`src/rtl/cpu_types_pkg.sv`:
```
// Shared CPU/RAM types for the memory front end.
// Includes arbiter state and request kinds.
package cpu_types_pkg;

  localparam int WORD_BITS = 32;

  typedef logic [WORD_BITS-1:0] word_t;

  typedef enum logic [1:0] {
    FREE,
    BUSY,
    ACCESS,
    ERROR
  } ramstate_t;

  typedef enum logic {
    IDLE,
    GRANT
  } arb_state_t;

  typedef enum logic [1:0] {
    DWR,
    DRD,
    IRD
  } req_kind_t;

endpackage

```
`src/rtl/rr_picker.sv`:
```
// Round-robin winner select over per-core pending bits.
// Rotates by ptr, then priority-encodes the lowest set bit.
module rr_picker #(
  parameter int CPUS = 2,
  parameter int PW   = 1
) (
  input  logic [CPUS-1:0] pend,
  input  logic [PW-1:0]   ptr,
  output logic [PW-1:0]   win,
  output logic            valid
);

  localparam logic [PW:0] NC = (PW+1)'(CPUS);

  logic [CPUS-1:0] rot;
  logic [PW:0]     sum;

  always_comb begin
    rot   = CPUS'({pend, pend} >> ptr);
    valid = |pend;
    win   = '0;
    sum   = '0;
    // Descending scan so the lowest rotated index wins.
    for (int i = CPUS-1; i >= 0; i--) begin
      if (rot[i]) begin
        sum = {1'b0, ptr} + (PW+1)'(i);
        if (sum >= NC) begin
          sum = sum - NC;
        end
        win = sum[PW-1:0];
      end
    end
  end

endmodule

```
`src/rtl/ram_arbiter.sv`:
```
// Round-robin arbiter sharing one RAM port among CPUS cores,
// each with an I-port and a D-port.
module ram_arbiter
  import cpu_types_pkg::*;
#(
  parameter int CPUS   = 2,
  parameter int WORD_W = 32
) (
  input  logic                     CLK,
  input  logic                     nRST,
  input  logic [CPUS-1:0]          iREN,
  input  logic [CPUS*WORD_W-1:0]   iaddr,
  input  logic [CPUS-1:0]          dREN,
  input  logic [CPUS-1:0]          dWEN,
  input  logic [CPUS*WORD_W-1:0]   daddr,
  input  logic [CPUS*WORD_W-1:0]   dstore,
  output logic [CPUS-1:0]          iwait,
  output logic [CPUS-1:0]          dwait,
  output logic [CPUS*WORD_W-1:0]   iload,
  output logic [CPUS*WORD_W-1:0]   dload,
  output logic [WORD_W-1:0]        ramaddr,
  output logic [WORD_W-1:0]        ramstore,
  output logic                     ramREN,
  output logic                     ramWEN,
  input  ramstate_t                ramstate,
  input  logic [WORD_W-1:0]        ramload
);

  localparam int PW = (CPUS > 1) ? $clog2(CPUS) : 1;
  localparam logic [PW-1:0] LAST = PW'(CPUS-1);

  arb_state_t        state_q, state_d;
  logic [PW-1:0]     rr_ptr_q, rr_ptr_d;
  logic [PW-1:0]     g_cpu_q, g_cpu_d;
  req_kind_t         g_kind_q, g_kind_d;
  logic [WORD_W-1:0] g_addr_q, g_addr_d;
  logic [WORD_W-1:0] g_data_q, g_data_d;

  logic [CPUS-1:0]   pend;
  logic [PW-1:0]     win;
  logic              win_vld;
  logic              req_live;
  logic              done;

  assign pend = iREN | dREN | dWEN;

  rr_picker #(
    .CPUS (CPUS),
    .PW   (PW)
  ) u_pick (
    .pend  (pend),
    .ptr   (rr_ptr_q),
    .win   (win),
    .valid (win_vld)
  );

  always_ff @(posedge CLK or negedge nRST) begin
    if (!nRST) begin
      state_q  <= IDLE;
      rr_ptr_q <= '0;
      g_cpu_q  <= '0;
      g_kind_q <= DWR;
      g_addr_q <= '0;
      g_data_q <= '0;
    end else begin
      state_q  <= state_d;
      rr_ptr_q <= rr_ptr_d;
      g_cpu_q  <= g_cpu_d;
      g_kind_q <= g_kind_d;
      g_addr_q <= g_addr_d;
      g_data_q <= g_data_d;
    end
  end

  // Granted request still held by its requester.
  always_comb begin
    req_live = 1'b0;
    unique case (g_kind_q)
      DWR:     req_live = dWEN[g_cpu_q];
      DRD:     req_live = dREN[g_cpu_q];
      IRD:     req_live = iREN[g_cpu_q];
      default: req_live = 1'b0;
    endcase
  end

  assign done = (state_q == GRANT) && req_live
             && (ramstate == ACCESS);

  always_comb begin
    state_d  = state_q;
    rr_ptr_d = rr_ptr_q;
    g_cpu_d  = g_cpu_q;
    g_kind_d = g_kind_q;
    g_addr_d = g_addr_q;
    g_data_d = g_data_q;
    unique case (state_q)
      IDLE: begin
        if (win_vld) begin
          state_d  = GRANT;
          g_cpu_d  = win;
          g_addr_d = daddr[int'(win)*WORD_W +: WORD_W];
          g_data_d = dstore[int'(win)*WORD_W +: WORD_W];
          if (dWEN[win]) begin
            g_kind_d = DWR;
          end else if (dREN[win]) begin
            g_kind_d = DRD;
          end else begin
            g_kind_d = IRD;
            g_addr_d = iaddr[int'(win)*WORD_W +: WORD_W];
            g_data_d = '0;
          end
        end
      end
      GRANT: begin
        if (!req_live) begin
          state_d = IDLE;
        end else if (ramstate == ACCESS) begin
          state_d  = IDLE;
          rr_ptr_d = (g_cpu_q == LAST) ? '0
                   : g_cpu_q + 1'b1;
        end
      end
      default: state_d = IDLE;
    endcase
  end

  always_comb begin
    iwait    = '1;
    dwait    = '1;
    iload    = '0;
    dload    = '0;
    ramREN   = (state_q == GRANT) && (g_kind_q != DWR);
    ramWEN   = (state_q == GRANT) && (g_kind_q == DWR);
    ramaddr  = g_addr_q;
    ramstore = g_data_q;
    if (done) begin
      unique case (g_kind_q)
        IRD: begin
          iwait[g_cpu_q] = 1'b0;
          iload[int'(g_cpu_q)*WORD_W +: WORD_W] = ramload;
        end
        DRD: begin
          dwait[g_cpu_q] = 1'b0;
          dload[int'(g_cpu_q)*WORD_W +: WORD_W] = ramload;
        end
        DWR: dwait[g_cpu_q] = 1'b0;
        default: ;
      endcase
    end
  end

endmodule

```
`config.mk`:
```
export PLATFORM = sky130hd
export DESIGN_NAME = ram_arbiter
export DESIGN_NICKNAME = d
export VERILOG_FILES = /design/src/rtl/cpu_types_pkg.sv /design/src/rtl/rr_picker.sv /design/src/rtl/ram_arbiter.sv
export SDC_FILE = /design/constraint.sdc
export NUM_CORES = 1
export LEC_CHECK = 0
export BUFFER_PORTS_ARGS = -buffer_cell sky130_fd_sc_hd__clkbuf_2
export CORE_AREA = 2 2 168 170
export CTS_CLUSTER_DIAMETER = 40
export CTS_CLUSTER_SIZE = 8
export DETAILED_ROUTE_END_ITERATION = 10
export DIE_AREA = 0 0 170 172
export PLACE_DENSITY = 0.49
export REMOVE_ABC_BUFFERS = 1
export SLEW_MARGIN = 20
export SYNTH_ARGS = -nofsm -noshare
export SYNTH_HDL_FRONTEND = slang
export SYNTH_SLANG_ARGS = --single-unit
```
`constraint.sdc`:
```
create_clock -name CLK -period 2.05 [get_ports CLK]
set_input_delay 0.1025 -clock CLK [delete_from_list [all_inputs] [get_ports CLK]]
set_output_delay 0.1025 -clock CLK [all_outputs]
set_load 0.005 [all_outputs]
```
# Yosys cells after proc, flatten, opt, wreduce, memory -nomap -nowiden

Index checks and enable logic that the tools add are counted.

Equal/unequal tests: 3
$add $sub $neg: 5
Order comparisons: 5
Shift operators: 6
Bitwise gates (word level): 5
Muxes and demuxes: 36
Reductions and logical operators: 11

Operators by type and width:

| operator                                                                      | number |
|---|---|
| 64-bit 2-to-1 mux                                                             | 4 |
| 64-bit by 7-bit variable part select with 32-bit output                       | 3 |
| 32-bit 2-to-1 mux                                                             | 4 |
| 64-bit AND                                                                    | 1 |
| 32-bit by 33-bit variable shift with 64-bit output (first input constant)     | 1 |
| 32-bit by 33-bit variable part select with 64-bit output                      | 1 |
| 6-bit negator with 33-bit output                                              | 1 |
| 1-bit 2-to-1 mux                                                              | 19 |
| 2-bit 2-to-1 mux                                                              | 6 |
| 1-bit logical AND                                                             | 5 |
| 2-bit == test (second input constant)                                         | 2 |
| 1-bit by 2-bit less-than comparator with 1-bit output (second input constant) | 2 |
| 2-bit bitwise OR                                                              | 2 |
| 2-bit OR reduction                                                            | 2 |
| 4-bit by 1-bit right shift with 2-bit output                                  | 1 |
| 1-bit one-hot mux with 3 select lines                                         | 1 |
| 3-bit AND reduction                                                           | 1 |
| 1-bit by 1-bit adder with 2-bit output (second input constant)                | 1 |
| 2-bit by 1-bit == test with 1-bit output (second input constant)              | 1 |
| 1-bit by 2-bit >= comparator with 1-bit output (second input constant)        | 1 |
| 2-bit >= comparator (second input constant)                                   | 1 |
| 2-bit zero test                                                               | 1 |
| 2-bit NOT                                                                     | 1 |
| 1-bit one-hot mux with 2 select lines                                         | 1 |
| 7 further kinds                                                               | 8 |

Flip-flop bits (word level): 69
Output and inout bits: 198
Bits of input ports: 234
Logic and storage cells: 77

# Logic depth before layout (Yosys ltp)

Depth after elaboration: 9
Depth in mapped cells: 7
Depth with buffers taken out: 4

# Hierarchy

Synthesis repeated with hierarchy kept, for this count alone.

Cell total of the unflattened synthesis: 573
Area, all modules: 5081.1 sq um

By module, submodules not included:

| module      | sequential area each (sq um) | cells each | area an instance (sq um) | instances |
|---|---|---|---|---|
| ram_arbiter | 1726.7                       | 570        | 5063.6                   | 1 |
| rr_picker   | 0.0                          | 3          | 17.5                     | 1 |

# Least setup slack after synthesis

Ideal clock, no wire load.

Path kind: reg2reg
Start: register g_kind_q[0]
End: register rr_ptr_q
Path slack: 495 ps
Data arrival time: 1476 ps
Stages on the path, launching flop included: 5
Clock period less this slack: 1555 ps
Data required time: 1971 ps
Buffers on the path: 0
Library setup time: 79 ps
Cells stage by stage: dfrtp_1 -> mux4_2 -> and3b_1 -> o21ai_1 -> mux2i_1

Cells in the longest elaborated chain, start to end: 3
Elaborated cells between the ends (all ways): 5
Those cells by class: 2 x eq/ne; 1 x mux; 2 x reduce/logical

RTL lines:

| item                                        | line              | source |
|---|---|---|
| start, declared                             | ram_arbiter.sv:35 | `req_kind_t g_kind_q, g_kind_d;` |
| start signal, assigned                      | ram_arbiter.sv:69 | `g_kind_q <= g_kind_d;` |
| 2-bit == test, or another cell as far along | ram_arbiter.sv:78 | `unique case (g_kind_q)` |
| 1-bit one-hot mux with 3 select lines *     | ram_arbiter.sv:78 |  |
| 3-bit AND reduction (no source line) *      | --                |  |
| end signal, assigned                        | ram_arbiter.sv:67 | `rr_ptr_q <= rr_ptr_d;` |
| end, declared                               | ram_arbiter.sv:33 | `logic [PW-1:0] rr_ptr_q, rr_ptr_d;` |

Every way passes the cells marked *; elsewhere a longest branch is shown, timed or not.
A chain may end at the register's enable or synchronous reset.

# Final worst setup path

Start: register g_kind_q[1]
End: output dload[63]

Cells in the longest elaborated chain, start to end: 5
Elaborated cells between the ends (all ways): 8
Those cells by class: 2 x eq/ne; 3 x mux; 3 x reduce/logical

RTL lines:

| item                                        | line               | source |
|---|---|---|
| 2-bit == test, or another cell as far along | ram_arbiter.sv:78  |  |
| 1-bit one-hot mux with 3 select lines       | ram_arbiter.sv:78  |  |
| 1-bit logical AND                           | ram_arbiter.sv:86  | `assign done = (state_q == GRANT) && req_live` |
| 1-bit logical AND                           | ram_arbiter.sv:87  | `&& (ramstate == ACCESS);` |
| 64-bit 2-to-1 mux *                         | ram_arbiter.sv:136 | `if (done) begin` |
| end, declared                               | ram_arbiter.sv:20  | `output logic [CPUS*WORD_W-1:0] dload,` |

Marked as above.

==> impl_metrics.json <==
{
  "yosysTopAreaCell": "dfrtp_1",
  "synth-xor-area-share": 0,
  "synth_ff_type": "dfrtp_1",
  "synth_area_um2": 4790,
  "critical_path_arrival_ns": 1.81,
  "ys_types": 38,
  "path_cells": "and3b_1, and4_1, buf_4, and2_1, clkbuf_2",
  "status": "complete, no violations",
  "core_um2": 27500,
  "final_util": 0.280,
  "yosys.area_share.simple": 0.252,
  "io_buffers": 431,
  "routedWlPerCell_um": 15.7,
  "path_delay_family": "simple AND/OR/NAND/NOR gates",
  "drt_iter0_drc": 131,
  "fmaxAchievable_ghz": 0.524,
  "max_slew_margin": 0.379,
  "drt.antenna.violating_nets": 0,
  "die_h_um": 172,
  "max_stage_delay_ns": 0.44,
  "hold_ws_ns": 0.0400,
  "drive_above_1_share": 0.513,
  "cts_setup_buffers": 0,
  "tightest_slew_ns": 0.932,
  "fin_skew_ns": 0.00637,
  "hpwl_um": 16200,
  "die_x_um": 170,
  "worst_slack_ns": 0.141,
  "drv_slew": 0,
  "p_per_area_nw_per_um2": 1080,
  "grt_usage": 0.129,
  "rsz0062_at_grt": "false",
  "peakVddDrop_v": 0.000527,
  "rows": 61,
  "grt_pass1_wl_um": 28800,
  "ys_top_cells_by_count": "98 x mux2i_1, 97 x and2_1, 69 x dfrtp_1, 69 x nand2_1, 34 x and3_1",
  "start_util": 0.174,
  "synthCells": 512,
  "fin_crit_sh": 0.931,
  "fin_crit_ns": 1.91,
  "dp_slack_ns": 0.294,
  "yosysSeqAreaShare": 0.361,
  "critPathSlowestCell": "dfrtp_1",
  "ys_ff_latch": 69,
  "grt_overflow": 0,
  "cp-end-kind": "output pin",
  "drt-total-wl_um": 20100,
  "cp.required_ns": 1.95,
  "muxShareOfSynthArea": 0.210,
  "num_antenna_cells": 0,
  "ioPinCount": 432,
  "crit_fanout": 32,
  "critPathBufInv": 2,
  "gp_congestion": 0.771,
  "async_reset_ff_frac": 1.00,
  "synth-edff-count": 0,
  "synth-warning-count": 0,
  "antenna_found_initial": 0,
  "cts.sinks": 69,
  "dieArea_um2": 29200,
  "hold_class": "input port to flip-flop",
  "start_kind": "flip-flop",
  "fin_setup_tns_ns": 0,
  "nets": 1165,
  "synth_top_family_by_area": "simple AND/OR/NAND/NOR gates",
  "avgSynthCellArea_um2": 9.35,
  "leakagePower_nw": 4.36,
  "synth_compound_area_frac": 0.115,
  "synth_area_leaders": "dfrtp_1 36%, mux2i_1 20%, and2_1 13%",
  "clk_pin_slew_worst_paths_ns": 0.06,
  "htree_levels": 3,
  "fillerInstances": 2995,
  "drcViolationCount": 0,
  "dr.pass1.iters": 6,
  "insertion_delay_ns": 0.34,
  "yosysTopAreaCellShare": 0.361,
  "maxCapViolations": 0,
  "grt_max_degree": 70,
  "cts_buffers": 9,
  "via_count": 5345,
  "grt_pass1_vias": 5049,
  "tritoncts": "yes",
  "yosys.area_share.adder": 0,
  "clockBufferDepth": 2,
  "via_per_inst": 4.17,
  "cts_root_buffer": "clkbuf_16",
  "hold_violations": 0,
  "yosysMostFrequentCell": "mux2i_1",
  "worst-setup-path-type": "flip-flop to output pin",
  "synthToLayoutAreaGrowth_pct": 60.6,
  "final-setup-viol-count": 0
}
==> power by group <==
| part | internal, mW | switching (mW) | total, mW | leakage [nW] |
|---|---|---|---|---|
| clock | 1.26 | 0.631 | 1.89 | 0.172 |
| combinational | 1.85 | 2.10 | 3.95 | 3.34 |
| sequential | 2.03 | 0.446 | 2.48 | 0.850 |
==> metrics by stage <==
| step | instance area, um^2 | total power, mW | instances |
|---|---|---|---|
| 2_1_floorplan | 4500 | 4.76 | 467 |
| 4_1_cts | 7670 | 8.48 | 1282 |
| 5_1_grt | 7690 | 8.97 | 1282 |
| 3_5_place_dp | 7290 | 6.52 | 1265 |
| 3_3_place_gp | 7290 | 6.50 | 1265 |
| 6_report | 7690 | 8.32 | 1282 |
==> logic make-up (layout without fill, tap and decap cells) <==
group                  count (synthesis)  after routing
AOI/OAI and AO/OA                     79             79
buffers and inverters                 48            472
DFF                                   69             69
muxes                                 99             99
and+or+nand+nor                      217            217
==> cell type report <==
class | count | area, um^2 | area share
clock buffers | 11 | 253 | 0.0329
clock inverters | 5 | 106 | 0.0138
inverters | 3 | 11.3 | 0.00146
multi-input cells | 395 | 2780 | 0.361
flip-flops and latches | 69 | 1730 | 0.225
well taps | 346 | 433 | 0.0563
repair buffers | 453 | 2380 | 0.310
==> layer usage <==
| layer | share of wire | wire length, um | vias up | global-route usage |
|---|---|---|---|---|
| met1 | 0.39 | 7800 | 2423 | 0.140 |
| met4 | 0.016 | 317 | 0 | 0.0394 |
| li1 | - | - | 2634 | - |
| met2 | 0.53 | 10600 | 275 | 0.250 |
| met5 | 0 | 0 | - | 0 |
| met3 | 0.068 | 1370 | 13 | 0.0284 |
==> sequential cells by signal (all words and copies together) (netlist names) <==
register / cells
ramaddr: 32
state_q: 1
g_kind_q: 2
ramstore: 32
g_cpu_q: 1
rr_ptr_q: 1
==> final timing paths <==
check                             start      endpoint  slack [ns]  cells past startpoint
max                         g_kind_q[1]     dload[63]        0.14                      5
min                          dstore[35]   ramstore[3]        0.04                      3
max reg2reg                    rr_ptr_q    ramaddr[7]        0.32                      5
min reg2reg                ramstore[18]  ramstore[18]        0.48                      2
max in group asynchronous          nRST       g_cpu_q        0.96                      2
min in group asynchronous          nRST  ramstore[27]        0.44                      2
==> placed cells by master (no fill, tap or decap), types with 4 or more instances in the layout <==
master,synthesis,routed
mux2i_1,98,97
and3_1,34,33
dfrtp_1,69,67
buf_4,11,17
nand2_1,69,69
and2_1,97,97
clkbuf_2,1,430
clkbuf_16,0,9
buf_12,0,4
o21ai_0,6,6
o21ai_1,31,31
o221ai_1,32,32
==> repair_timing <==
action                                 4_1_cts  5_1_grt
endpoints found under the hold margin       69        0
pin swaps                                    0        1
setup endpoints to repair                   32       73
hold buffers                                 1        0
gates resized for setup                      2        6
==> tightest hold or removal path: cells and delay by family <==
kind / cells / cell delay [ns]
compound gates: 1 / 0.11
buf+inv: 1 / 0.07
mux: 1 / 0.06
Note: power is estimated with default switching activity, not from simulation.
